==> src/rtl/phy_tx_arbiter.sv <==
// Two-requester burst arbiter feeding a registered word stream to PHY_TX.
// Optional idle comma fill: define TX_ARB_IDLE_FILL_EN.
module phy_tx_arbiter #(
    parameter int unsigned MAX_BURST = 4,
    parameter logic [31:0] IDLE_WORD = 32'hBCBC_BCBC
) (
    input  logic        clk_f,
    input  logic        reset,
    input  logic        link_en,
    input  logic        valid_0,
    input  logic [31:0] data_0,
    output logic        ready_0,
    input  logic        valid_1,
    input  logic [31:0] data_1,
    output logic        ready_1,
    output logic [31:0] data_out,
    output logic        valid_out,
    output logic        grant_id
);

    typedef enum logic [1:0] {StIdle, StServe0, StServe1} state_e;

    localparam logic [3:0] BurstMax = 4'(MAX_BURST);

    state_e      state_q, state_d;
    logic [3:0]  cnt_q, cnt_d;
    logic        last_q, last_d;
    logic [31:0] data_q, data_d;
    logic        valid_q, valid_d;
    logic        gid_q, gid_d;

    logic serve_id, valid_cur, valid_oth, accept, arb_any, arb_sel, grant_end;

    always_comb begin
        serve_id  = (state_q == StServe1);
        valid_cur = serve_id ? valid_1 : valid_0;
        valid_oth = serve_id ? valid_0 : valid_1;
        ready_0   = (state_q == StServe0) & link_en & valid_0;
        ready_1   = (state_q == StServe1) & link_en & valid_1;
        accept    = ready_0 | ready_1;
        arb_any   = valid_0 | valid_1;
        // On a tie the requester not served last wins.
        arb_sel   = (valid_0 & valid_1) ? ~last_q : valid_1;
        grant_end = ~valid_cur | ((cnt_q + 4'd1) == BurstMax);
    end

    always_comb begin
        state_d = state_q;
        cnt_d   = cnt_q;
        last_d  = last_q;
        if (!link_en) begin
            state_d = StIdle;
            cnt_d   = '0;
        end else if (state_q == StIdle) begin
            if (arb_any) begin
                state_d = arb_sel ? StServe1 : StServe0;
                cnt_d   = '0;
            end
        end else begin
            if (accept) begin
                last_d = serve_id;
                cnt_d  = cnt_q + 4'd1;
            end
            // A lone requester re-arbitrates through IDLE, leaving one gap word.
            if (grant_end) begin
                cnt_d   = '0;
                state_d = valid_oth ? (serve_id ? StServe0 : StServe1) : StIdle;
            end
        end
    end

    always_comb begin
        data_d  = data_q;
        valid_d = 1'b0;
        gid_d   = gid_q;
        if (accept) begin
            data_d  = serve_id ? data_1 : data_0;
            valid_d = 1'b1;
            gid_d   = serve_id;
        end else begin
`ifdef TX_ARB_IDLE_FILL_EN
            data_d  = IDLE_WORD;
            valid_d = link_en;
`endif
        end
    end

    always_ff @(posedge clk_f or posedge reset) begin
        if (reset) begin
            state_q <= StIdle;
            cnt_q   <= '0;
            last_q  <= 1'b1;
            data_q  <= IDLE_WORD;
            valid_q <= 1'b0;
            gid_q   <= 1'b0;
        end else begin
            state_q <= state_d;
            cnt_q   <= cnt_d;
            last_q  <= last_d;
            data_q  <= data_d;
            valid_q <= valid_d;
            gid_q   <= gid_d;
        end
    end

    assign data_out  = data_q;
    assign valid_out = valid_q;
    assign grant_id  = gid_q;

endmodule
==> config.mk <==
export PLATFORM = sky130hd
export DESIGN_NAME = phy_tx_arbiter
export DESIGN_NICKNAME = d
export VERILOG_FILES = /design/src/rtl/phy_tx_arbiter.sv
export SDC_FILE = /design/constraint.sdc
export NUM_CORES = 1
export LEC_CHECK = 0
export BUFFER_PORTS_ARGS = -buffer_cell sky130_fd_sc_hd__buf_2
export CORE_ASPECT_RATIO = 1.75
export CORE_MARGIN = 1
export CORE_UTILIZATION = 48
export DETAILED_ROUTE_END_ITERATION = 12
export PLACE_DENSITY_LB_ADDON = 0.15
export SYNTH_ARGS = -nofsm -noshare
export SYNTH_HDL_FRONTEND = slang
export SYNTH_SLANG_ARGS = --single-unit
==> constraint.sdc <==
create_clock -name clk_f -period 3.1 [get_ports clk_f]
set_input_delay 0.31 -clock clk_f [delete_from_list [all_inputs] [get_ports clk_f]]
set_output_delay 0.31 -clock clk_f [all_outputs]
set_load 0.01 [all_outputs]
; Yosys cells after proc, flatten, opt, wreduce, memory -nomap -nowiden
; Cells that the tools add are included.
[word_totals]
output_inout_bits = 36
wordCells = 45
regBits = 41
input_bits = 69
[classes]
n_reduce_logical = 4
bitwise = 11
eq_ne = 6
muxes = 17
add_sub_neg = 1
[op_table]
columns = op, n
row1 = $mux W32, 1
row2 = $mux W4, 5
row3 = $mux W2, 7
row4 = $and A1 B1 Y1, 5
row5 = $add A4 B1 Y4 const B, 1
row6 = $eq A4 B3 Y1 const B, 1
row7 = $mux W1, 4
row8 = $ne A4 B1 Y1 const B, 1
row9 = $reduce_and A2 Y1, 2
row10 = $ne A3 B1 Y1 const B, 1
row11 = $ne A3 B3 Y1 const B, 1
row12 = $not A1 Y1, 3
row13 = $or A1 B1 Y1, 3
row14 = $reduce_and A3 Y1, 1
row15 = $eq A2 B1 Y1 const B, 1
row16 = $eq A2 B2 Y1 const B, 1
row17 = $logic_not A2 Y1, 1

; Logic depth before layout (Yosys ltp)
; Gate-level depths: netlist (run 1).
[logic_depth]
ltp_word = 8
ltp_mapped = 8
depth_no_buf = 7

; Worst setup path before layout (run 1)
; No wires, ideal clock.
[synth_path]
kind = register to register
from = reg cnt_q[0]
to = reg state_q[0]
n_path_buf = 0
required_ns = 2.975
setup_time_ns = 0.125
arrival_time_ns = 1.533
path_stages_with_launch = 6
slack_ns = 1.442
synth_period_minus_slack_ns = 1.658
path_cell_list = dfrtp_1 ha_1 and4b_1 and3_1 nor3_2 mux2_4
[synth_via]
elab_chain_cells = 5
[synth_rtl]
columns = item, line
row1 = start: declaration, 26  ; logic [3:0] cnt_q, cnt_d;
row2 = start signal: assignment, 98  ; cnt_q <= cnt_d;
row3 = $add A4 B1 Y4, 44  ; grant_end = ~valid_cur | ((cnt_q + 4'd1) == BurstMax);
row4 = $eq A4 B3 Y1, 44
row5 = $or A1 B1 Y1, 44
row6 = $ne A3 B1 Y1 (no source line), --
row7 = $reduce_and A2 Y1 (no source line), --
row8 = end signal: assignment, 90  ; state_q <= StIdle;
row9 = end signal: assignment, 97  ; state_q <= state_d;
row10 = end: declaration, 25  ; state_e state_q, state_d;
; No other way between the ends.
; A chain may end at the register's enable or synchronous reset.

; Final worst setup path (run 1)
[layout_path]
from = reg state_q[0]
to = reg data_q[15], in the netlist data_out[15]
[layout_via]
elab_chain_cells = 4
word_cells_on_any_way = 8
cone_classes = 2 x eq/ne / 1 x mux / 5 x bitwise
[layout_rtl]
columns = item, line
row1 = $eq A2 B1 Y1 or $eq A2 B2 Y1 (tied branches), "38, 35, 39"
row2 = "$and A1 B1 Y1, on equally long branches (2 in series)", "38, 39"
row3 = $or A1 B1 Y1, 40  ; accept = ready_0 | ready_1;
row4 = end signal: assignment, 100  ; data_q <= data_d;
row5 = end: declaration, 28  ; logic [31:0] data_q, data_d;
; Several ways; a longest one is shown, not always the timed one.

==> results of run 1 <==
worst min-delay path, delay by kind of cell:
| kind | cells | cell delay, ns |
|---|---|---|
| buf+inv | 3 | 0.55 |
stage by stage:
stage / std cells / utilization, %
4_1_cts: 341 / 67.3
3_5_place_dp: 333 / 64.7
3_3_place_gp: 333 / 64.7
6_report: 341 / 67.3
2_1_floorplan: 190 / -
5_1_grt: 341 / 67.3
cell type report:
type,instances,area [um2],share of cell area (%)
Tap cell,48,60.1,2.27
Timing Repair Buffer,107,543,20.5
Multi-Input combinational cell,133,880,33.2
Clock buffer,7,96.3,3.63
Sequential cell,41,1050,39.7
Inverter,4,15.0,0.566
Clock inverter,1,5.00,0.189
registers in the layout, indices dropped and copies added, names as in the netlist:
signal	count
data_out	32
last_q	1
state_q	2
cnt_q	4
grant_id	1
valid_out	1
power breakdown:
part / switching (mW) / internal [mW]
logic: 0.397 / 0.339
clock network: 0.170 / 0.201
registers: 0.117 / 0.856
worst paths after layout:
path	slack (ns)	start	to	depth (start not counted)
worst min-delay path	0.12	reset	grant_id	3
worst max register to register	0.96	state_q[0]	data_out[15]	6
worst min register to register	0.49	grant_id	grant_id	1
max in group asynchronous	2.61	reset	data_out[7]	3
min in group clk_f	0.31	data_0[23]	data_out[23]	3
worst max-delay path	0.96	state_q[0]	data_out[15]	6
cells in the final DEF, fill, tap and decap left out, drive strengths merged, types with 4 or more instances in the layout:
master,n
inv,4
nand2,5
clkbuf,7
buf,107
mux2i,34
dfstp,21
nor2,37
a21oi,36
dfrtp,20
cell families after synthesis:
group / Yosys count / share of synthesized area, %
AOI/OAI and AO/OA: 44 / 12.0
and+or+nand+nor: 50 / 11.7
xor gates and xnor gates: 2 / 0.869
buffers and inverters: 16 / 4.41
DFF: 41 / 52.2
adders and majority gates: 2 / 1.24
muxes: 35 / 17.6
layer usage:
metal / vias to the layer above / GRT usage (%)
met2: 73 / 40.1
li1: 864 / -
met1: 788 / 21.0
met4: 0 / 9.85
met5: - / 0
met3: 10 / 4.69
==> flow_metrics.tcl, run 1 <==
set metrics [dict create \
    grt_pass1_vias 1700 \
    pre_cts_slack_ns 0.963 \
    grt_setup_unrepaired "false" \
    ios 105 \
    track_usage_pct 21.1 \
    die_x_um 51.0 \
    cts_setup_buffers 0 \
    cpLargestDelayFamily "buffers and inverters" \
    end_kind "flip-flop" \
    cp_slowest_stage_delay_ns 0.48 \
    fin_crit_ns 2.14 \
    synth_edf_count 0 \
    yosysTopAreaCell "dfstp_2" \
    critPathRequiredTime_ns 3.31 \
    postSynthCellCount 190 \
    cts_tree "built" \
    startpoint_type "flip-flop" \
    yosys.area.top_type_share_pct 27.4 \
    setup-tns-final_ns 0 \
    numCtsBuffers 5 \
    synth_area_um2 2020 \
    syn_to_final_growth_pct 31.5 \
    placeableCoreArea_um2 3940 \
    dr.max_layer_used "met4" \
    worst-path-max-fanout 42 \
    synth_nets 261 \
    pwr_density_cell_nw_per_um2 784 \
    design.die.area_um2 4470 \
    drt-met1-wl_um 1610 \
    maxSlewViolCount 0 \
    async_reset_ff_share_pct 100 \
    finalWirelength_um 4390 \
    maxCapViolCount 0 \
    dpl_cell_area_um2 2550 \
    grt_first_pass_wirelength_um 7110 \
    routabilityCongestion 0.724 \
    hold_viol 0 \
    path_cells "and4b_1 -> nor2_4 -> inv_2 -> buf_4 -> nor2_1 -> a21oi_1" \
    route.detailed.drc 0 \
    critPathSlowestCell "dfrtp_1" \
    routedWlPerCell_um 12.9 \
    status "completed" \
    cts_resized 0 \
    worst_skew_pair.late_latency_ns 0.29 \
    met3WireLength_um 293 \
    overflow 0 \
    p_leak_nw 1.26 \
    grt_max_degree 43 \
    seq_area_frac_synth_pct 52.2 \
    setup_viol 0 \
    antenna_found_initial 0 \
    vias 1735 \
    ctsLongestPathBuffers 2 \
    crit_arrival_ns 2.35 \
    cts_sinks 41 \
    final_cell_area_um2 2650 \
    whs_ns 0.125 \
    min_path_type "in2async" \
    fillers 352 \
    syn_avg_cell_area_um2 10.6 \
    drt_iter0_markers 28 \
    synth_warnings 0 \
    synth_seq_cells 41 \
    ys_types 29 \
    root_buffer "clkbuf_8" \
    route.met2.wl_um 2400 \
    synth_area_leaders "dfstp_2 (27%), dfrtp_1 (25%), mux2i_1 (17%)" \
    hpwl_um 3400 \
    firstDrtPassIters 4 \
    vdd_drop_max_uv 540 \
    rows 30 \
    vias_per_cell 5.09 \
    portBuffers 104 \
    slew-limit-headroom_pct 58.3 \
    hold_buffers 0 \
    cts-htree-levels 2 \
    clock.fmax_ghz 0.466 \
    skew_ns 0.00615 \
    path_class "reg2reg" \
    drive_above_1_share_pct 48.1 \
    power.total_mw 2.08 \
    synthFlopType "dfstp_2" \
    antenna_cells 0 \
    clk_pin_slew_ns 0.08 \
    fp.dieH_um 87.7 \
    drt.antenna.violating_nets 0 \
    synth_commonest_cells "a21oi_1 (36), nor2_1 (35), mux2i_1 (34), dfstp_2 (21), dfrtp_1 (20)" \
    fin_ws_ns 0.956 \
    tightest_slew_ns 0.625 \
    path_buf_inv 2 \
    initial_core_util_pct 51.1 \
    post-route-period-util_pct 69.2 \
    yosysMostFrequentCell "a21oi_1" \
    final_nets 363 \
]
(Power assumes the default switching activity.)
==> inputs of run 2 (changes only) <==
--- a/config.mk
+++ b/config.mk
@@ -8,7 +8,7 @@
 export BUFFER_PORTS_ARGS = -buffer_cell sky130_fd_sc_hd__buf_2
 export CORE_ASPECT_RATIO = 1.75
 export CORE_MARGIN = 1
-export CORE_UTILIZATION = 48
+export CORE_UTILIZATION = 45
 export DETAILED_ROUTE_END_ITERATION = 12
 export PLACE_DENSITY_LB_ADDON = 0.15
 export SYNTH_ARGS = -nofsm -noshare
==> constraint.sdc (replaced) <==
create_clock -name clk_f -period 2.1 [get_ports clk_f]
set_input_delay 0.21 -clock clk_f [delete_from_list [all_inputs] [get_ports clk_f]]
set_output_delay 0.21 -clock clk_f [all_outputs]
set_load 0.01 [all_outputs]
==> run 2 against run 1 <==
Net effect: routed wire length shrank 4.5%; worst hold slack worse by 0.096 ns; largest power group unchanged; utilization fell by 3.8 points; via count down 1.3%; clock skew fell by 0.0043 ns; global-route usage down 1.9 points; sequential share of layout area shrank 0.46 points; critical path type unchanged; critical endpoint is now state_q[0].
==> flow_metrics.tcl, run 2 (same netlist as run 1, synthesis figures left out) <==
set metrics [dict create \
    route.detailed.drc 0 \
    skew_ns 0.00184 \
    cts-htree-levels 2 \
    path_class "reg2reg" \
    cts_tree "built" \
    hold_viol 0 \
    multiInputGateArea_um2 880 \
    mostFrequentLayoutCells "buf_2 (104), a21oi_1 (36), nor2_1 (35)" \
    cts_setup_buffers 0 \
    vias_per_cell 4.98 \
    fillers 377 \
    drt_iter0_markers 15 \
    grt_pass1_vias 1627 \
    ios 105 \
    numCtsBuffers 5 \
    portBuffers 104 \
    initial_core_util_pct 47.7 \
    crit_arrival_ns 1.94 \
    finalWirelength_um 4200 \
    grt_max_degree 42 \
    end_kind "flip-flop" \
    maxCapViolCount 0 \
    hold_buffers 0 \
    routedWlPerCell_um 12.2 \
    hpwl_um 3230 \
    ctsLongestPathBuffers 2 \
    vias 1713 \
    slew-limit-headroom_pct 66.9 \
    root_buffer "clkbuf_8" \
    design.die.area_um2 4760 \
    tightest_slew_ns 0.497 \
    antenna_cells 0 \
    p_leak_nw 1.28 \
    overflow 0 \
    die_x_um 52.6 \
    fin_util_pct 63.5 \
    track_usage_pct 19.2 \
    cts_sinks 41 \
    path_buf_inv 0 \
    fin_crit_ns 1.77 \
    pwr_density_cell_nw_per_um2 1170 \
    critPathRequiredTime_ns 2.28 \
    drive_above_1_share_pct 48.1 \
    cpLargestDelayFamily "simple AND/OR/NAND/NOR gates" \
    grt_first_pass_wirelength_um 6870 \
    worst-path-max-fanout 6 \
    antenna_found_initial 0 \
    setup-tns-final_ns 0 \
    min_path_type "in2async" \
    critPathSlowestCell "dfrtp_1" \
    path_cells "ha_1 -> and4b_1 -> and3_1 -> nor3_2 -> mux2_4" \
    rows 31 \
    clock.fmax_ghz 0.566 \
    worst_skew_pair.late_latency_ns 0.29 \
    drt.antenna.violating_nets 0 \
    maxSlewViolCount 0 \
    placeableCoreArea_um2 4230 \
    post-route-period-util_pct 84.1 \
    startpoint_type "flip-flop" \
    layout_commonest_cell "buf_2" \
    final_nets 365 \
    vdd_drop_max_uv 895 \
    status "completed" \
    cts_resized 0 \
    clk_pin_slew_ns 0.07 \
    seq_area_um2 1050 \
    routabilityCongestion 0.806 \
    fp.dieH_um 90.5 \
    largest_register_ffs 32 \
    firstDrtPassIters 6 \
    grt_setup_unrepaired "false" \
    cp_slowest_stage_delay_ns 0.44 \
    setup_viol 0 \
    syn_to_final_growth_pct 33.1 \
]
## run 2: worst min-delay path: cells and delay by family
family,cells,cell delay (ns)
buffers and inverters,3,0.55
## run 2: per-stage QoR
| step | hold slack, ns | setup slack (ns) | cell area (um2) | instances | power (mW) |
|---|---|---|---|---|---|
| after floorplan | 0.377 | 0.442 | 2020 | 190 | 2.08 |
| after global placement | 0.357 | 0.383 | 2570 | 336 | 2.52 |
| after detailed placement | 0.365 | 0.342 | 2570 | 336 | 2.55 |
| after CTS | 0.0478 | 0.330 | 2680 | 344 | 3.21 |
| after global routing | 0.0800 | 0.219 | 2680 | 344 | 3.37 |
| final | 0.0287 | 0.333 | 2680 | 344 | 3.15 |
## run 2: area by class of cell
type                            instances  share of cell area [%]
Clock buffer                            7                    3.22
Clock inverter                          1                    1.12
Inverter                                4                   0.560
Multi-Input combinational cell        133                    32.8
Sequential cell                        41                    39.2
Tap cell                               49                    2.29
Timing Repair Buffer                  109                    20.8
## run 2: report_power, final
group	switching [mW]	total (mW)	internal (mW)
logic	0.582	1.09	0.506
registers	0.158	1.42	1.26
clock network	0.257	0.644	0.387
total	0.997	3.15	2.15
## run 2: final timing paths
check	cells past startpoint	startpoint	slack (ns)	to
setup / recovery	5	cnt_q[0]	0.33	state_q[0]
hold / removal	3	reset	0.03	data_out[17]
setup reg to reg	5	cnt_q[0]	0.33	state_q[0]
hold reg to reg	1	grant_id	0.48	grant_id
max in group asynchronous	3	reset	1.70	data_out[5]
min in group clk_f	3	data_0[18]	0.21	data_out[18]
## run 2: routing by layer
layer | GRT usage, % | vias up | share of wire (%)
met1 | 19.5 | 759 | 37
met2 | 35.4 | 76 | 53
met3 | 5.22 | 5 | 7.7
met5 | 0 | - | 0
li1 | - | 873 | -
met4 | 6.58 | 0 | 1.5
==> inputs of run 3 (changes only) <==
--- a/config.mk
+++ b/config.mk
@@ -5,10 +5,11 @@
 export SDC_FILE = /design/constraint.sdc
 export NUM_CORES = 1
 export LEC_CHECK = 0
+export ABC_AREA = 1
 export BUFFER_PORTS_ARGS = -buffer_cell sky130_fd_sc_hd__buf_2
 export CORE_ASPECT_RATIO = 1.75
 export CORE_MARGIN = 1
-export CORE_UTILIZATION = 45
+export CORE_UTILIZATION = 41
 export DETAILED_ROUTE_END_ITERATION = 12
 export PLACE_DENSITY_LB_ADDON = 0.15
 export SYNTH_ARGS = -nofsm -noshare
==> constraint.sdc (replaced) <==
create_clock -name clk_f -period 1.5 [get_ports clk_f]
set_input_delay 0.15 -clock clk_f [delete_from_list [all_inputs] [get_ports clk_f]]
set_output_delay 0.15 -clock clk_f [all_outputs]
set_load 0.01 [all_outputs]
==> run 3 against run 2 <==
Net effect: clock skew rose by 0.0035 ns; utilization fell by 4.8 points; critical path depth is 4 higher; via count grew 20%; flip-flop and latch count did not move; combinational power is 77% higher; die area increased by 13%; largest cell class unchanged; fmax up 23%; highest routed layer unchanged; global-route usage grew 0.40 points; largest power group unchanged; synthesized cell count rose by 33%; cell count increased by 21%.
==> flow_metrics.tcl, run 3 <==
set metrics [dict create \
    grt_max_degree 42 \
    yosysMostFrequentCell "nand2_1" \
    cts-htree-levels 2 \
    min_path_type "in2reg" \
    clock.fmax_ghz 0.696 \
    end_kind "flip-flop" \
    cts_tree "built" \
    tightest_slew_ns 0.513 \
    startpoint_type "flip-flop" \
    drt.antenna.violating_nets 0 \
    rr_startpoint "state_q[0]" \
    vias 2056 \
    path_cells "inv_1 -> nand2_2 -> nand2_1 -> nand2_1 -> nor2_2 -> nand2_2 -> nand2_2 -> nand2_1 -> nand2_1" \
    maxSlewViolCount 0 \
    cp-startpoint "state_q[0]" \
    crit_arrival_ns 1.66 \
    final_cell_area_um2 2810 \
    ys_types 23 \
    synth_nets 324 \
    hpwl_um 3850 \
    firstDrtPassIters 4 \
    numCtsBuffers 5 \
    ff2ff_setup_slack_ns 0.06 \
    finalWirelength_um 5150 \
    fillers 468 \
    fin_crit_ns 1.44 \
    fin_util_pct 58.7 \
    seq_area_frac_synth_pct 50.6 \
    die_x_um 55.8 \
    cp_slowest_stage_delay_ns 0.48 \
    synth_edf_count 0 \
    synth_commonest_cells "nand2_1 (87), nor2_1 (36), a31oi_1 (32), dfstp_2 (21), dfrtp_1 (20)" \
    whs_ns 0.0729 \
    drt_iter0_markers 49 \
    yosys.area.top_type_share_pct 26.6 \
    path_class "reg2reg" \
    design.die.area_um2 5370 \
    synth_area_um2 2080 \
    skew_ns 0.00537 \
    cpMostUsedCell "nand2_1" \
    critPathSlowestCell "dfrtp_2" \
    postSynthCellCount 253 \
    critPathRequiredTime_ns 1.73 \
    setup_viol 0 \
    worst-path-max-fanout 7 \
    final_nets 433 \
    routabilityCongestion 0.789 \
    clk_pin_slew_ns 0.08 \
    cts_sinks 41 \
    synthFlopType "dfstp_2" \
    track_usage_pct 19.6 \
    layout_commonest_cell "buf_2" \
    antenna_cells 0 \
    syn_to_final_growth_pct 35.3 \
    synth_seq_cells 41 \
    pwr_density_cell_nw_per_um2 1740 \
    p_leak_nw 1.44 \
    antenna_found_initial 0 \
    yosysTopAreaCell "dfstp_2" \
    hp-start "data_1[23]" \
    status "completed" \
    vias_per_cell 4.95 \
    ios 105 \
    rows 33 \
    drive_above_1_share_pct 42.7 \
    largest_register_ffs 32 \
    async_reset_ff_share_pct 100 \
    hold_viol 0 \
    worst_skew_pair.late_latency_ns 0.29 \
    routedWlPerCell_um 12.4 \
    placeableCoreArea_um2 4790 \
    path_buf_inv 1 \
    grt_setup_unrepaired "false" \
    ctsLongestPathBuffers 2 \
    grt_first_pass_wirelength_um 8270 \
    vdd_drop_max_uv 1250 \
    fp.dieH_um 96.2 \
    power.total_mw 4.90 \
    setup-tns-final_ns 0 \
    grt_pass1_vias 1924 \
    maxCapViolCount 0 \
    dpl_cell_area_um2 2670 \
    cpLargestDelayFamily "simple AND/OR/NAND/NOR gates" \
    route.detailed.drc 0 \
    synth_warnings 0 \
    initial_core_util_pct 43.4 \
    portBuffers 104 \
    synth_area_leaders "dfstp_2 (27%), dfrtp_1 (24%), nand2_1 (16%)" \
    syn_avg_cell_area_um2 8.21 \
    post-route-period-util_pct 95.8 \
    root_buffer "clkbuf_8" \
    slew-limit-headroom_pct 65.8 \
    mostFrequentLayoutCells "buf_2 (104), nand2_1 (87), nor2_1 (36)" \
    overflow 0 \
]
[run 3: changes by cell type in the layout (fill, tap and decap cells not counted), moves of 9 or more]
cell / delta
inv_1: +10
a21oi_1: -34
nand3_1: +9
mux2i_1: -34
nand2_1: +82
a31oi_1: +30
[run 3: worst register-to-register path, stage by stage, from the launching register on]
cell     delay (ns)
dfrtp_2        0.48
inv_1          0.11
nand2_2        0.13
nand2_1        0.09
nand2_1        0.06
nor2_2         0.14
nand2_2        0.12
nand2_2        0.13
nand2_1        0.07
nand2_1        0.06
[run 3: cells by family (layout without fill, tap and decap cells)]
kind of cell               after synthesis  count (layout)  share of synthesized area, %
AOI/OAI and AO/OA                       37              37                          10.8
DFF                                     41              41                          50.6
and+or+nand+nor                        145             145                          30.5
adders and majority gates                2               2                          1.20
buffers and inverters                   28             138                          6.86
[run 3: worst paths after layout]
kind / to / depth (start not counted)
max in group asynchronous: state_q[0] / 4
worst max register to register: state_q[0] / 9
min in group asynchronous: data_out[25] / 4
worst max-delay path: state_q[0] / 9
worst min-delay path: data_out[23] / 3
worst min register to register: data_out[5] / 2
[run 3: per-stage QoR]
step	setup WS, ns	instances
floorplan	0.243	253
CTS	0.0469	415
global route	0.000209	415
global placement	0.0390	405
detailed placement	0.0348	405
finish	0.0636	415
[run 3: what timing repair did]
action,in CTS,in global routing
hold endpoints to repair,20,0
endpoints found under the setup margin,1,5
buffers inserted,1,0
hold buffers,1,0
resized for setup,1,4
[run 3: layout make-up]
cell class	instances	area (um2)	area share (%)
multi-input cells	184	883	31.4
inverters	15	56.3	2.00
clock buffers	7	86.3	3.07
flip-flops and latches	41	1060	37.6
well taps	52	65.1	2.31
clock inverters	1	30.0	1.07
repair buffers	115	634	22.6
[run 3: where the power goes]
group | internal [mW] | switching, mW | leakage, nW
Clock | 0.542 | 0.370 | 0.0585
Sequential | 1.79 | 0.273 | 0.457
Combinational | 0.834 | 1.09 | 0.920
Total | 3.16 | 1.74 | 1.44
[run 3: routing by layer]
layer  track usage, %  share of wire (%)  up-vias
met5                0                  0        -
met4             7.52                1.5        0
met3             3.23                4.8        8
met2             37.3                 54       71
met1             21.7                 40      936
li1                 -                  -     1041
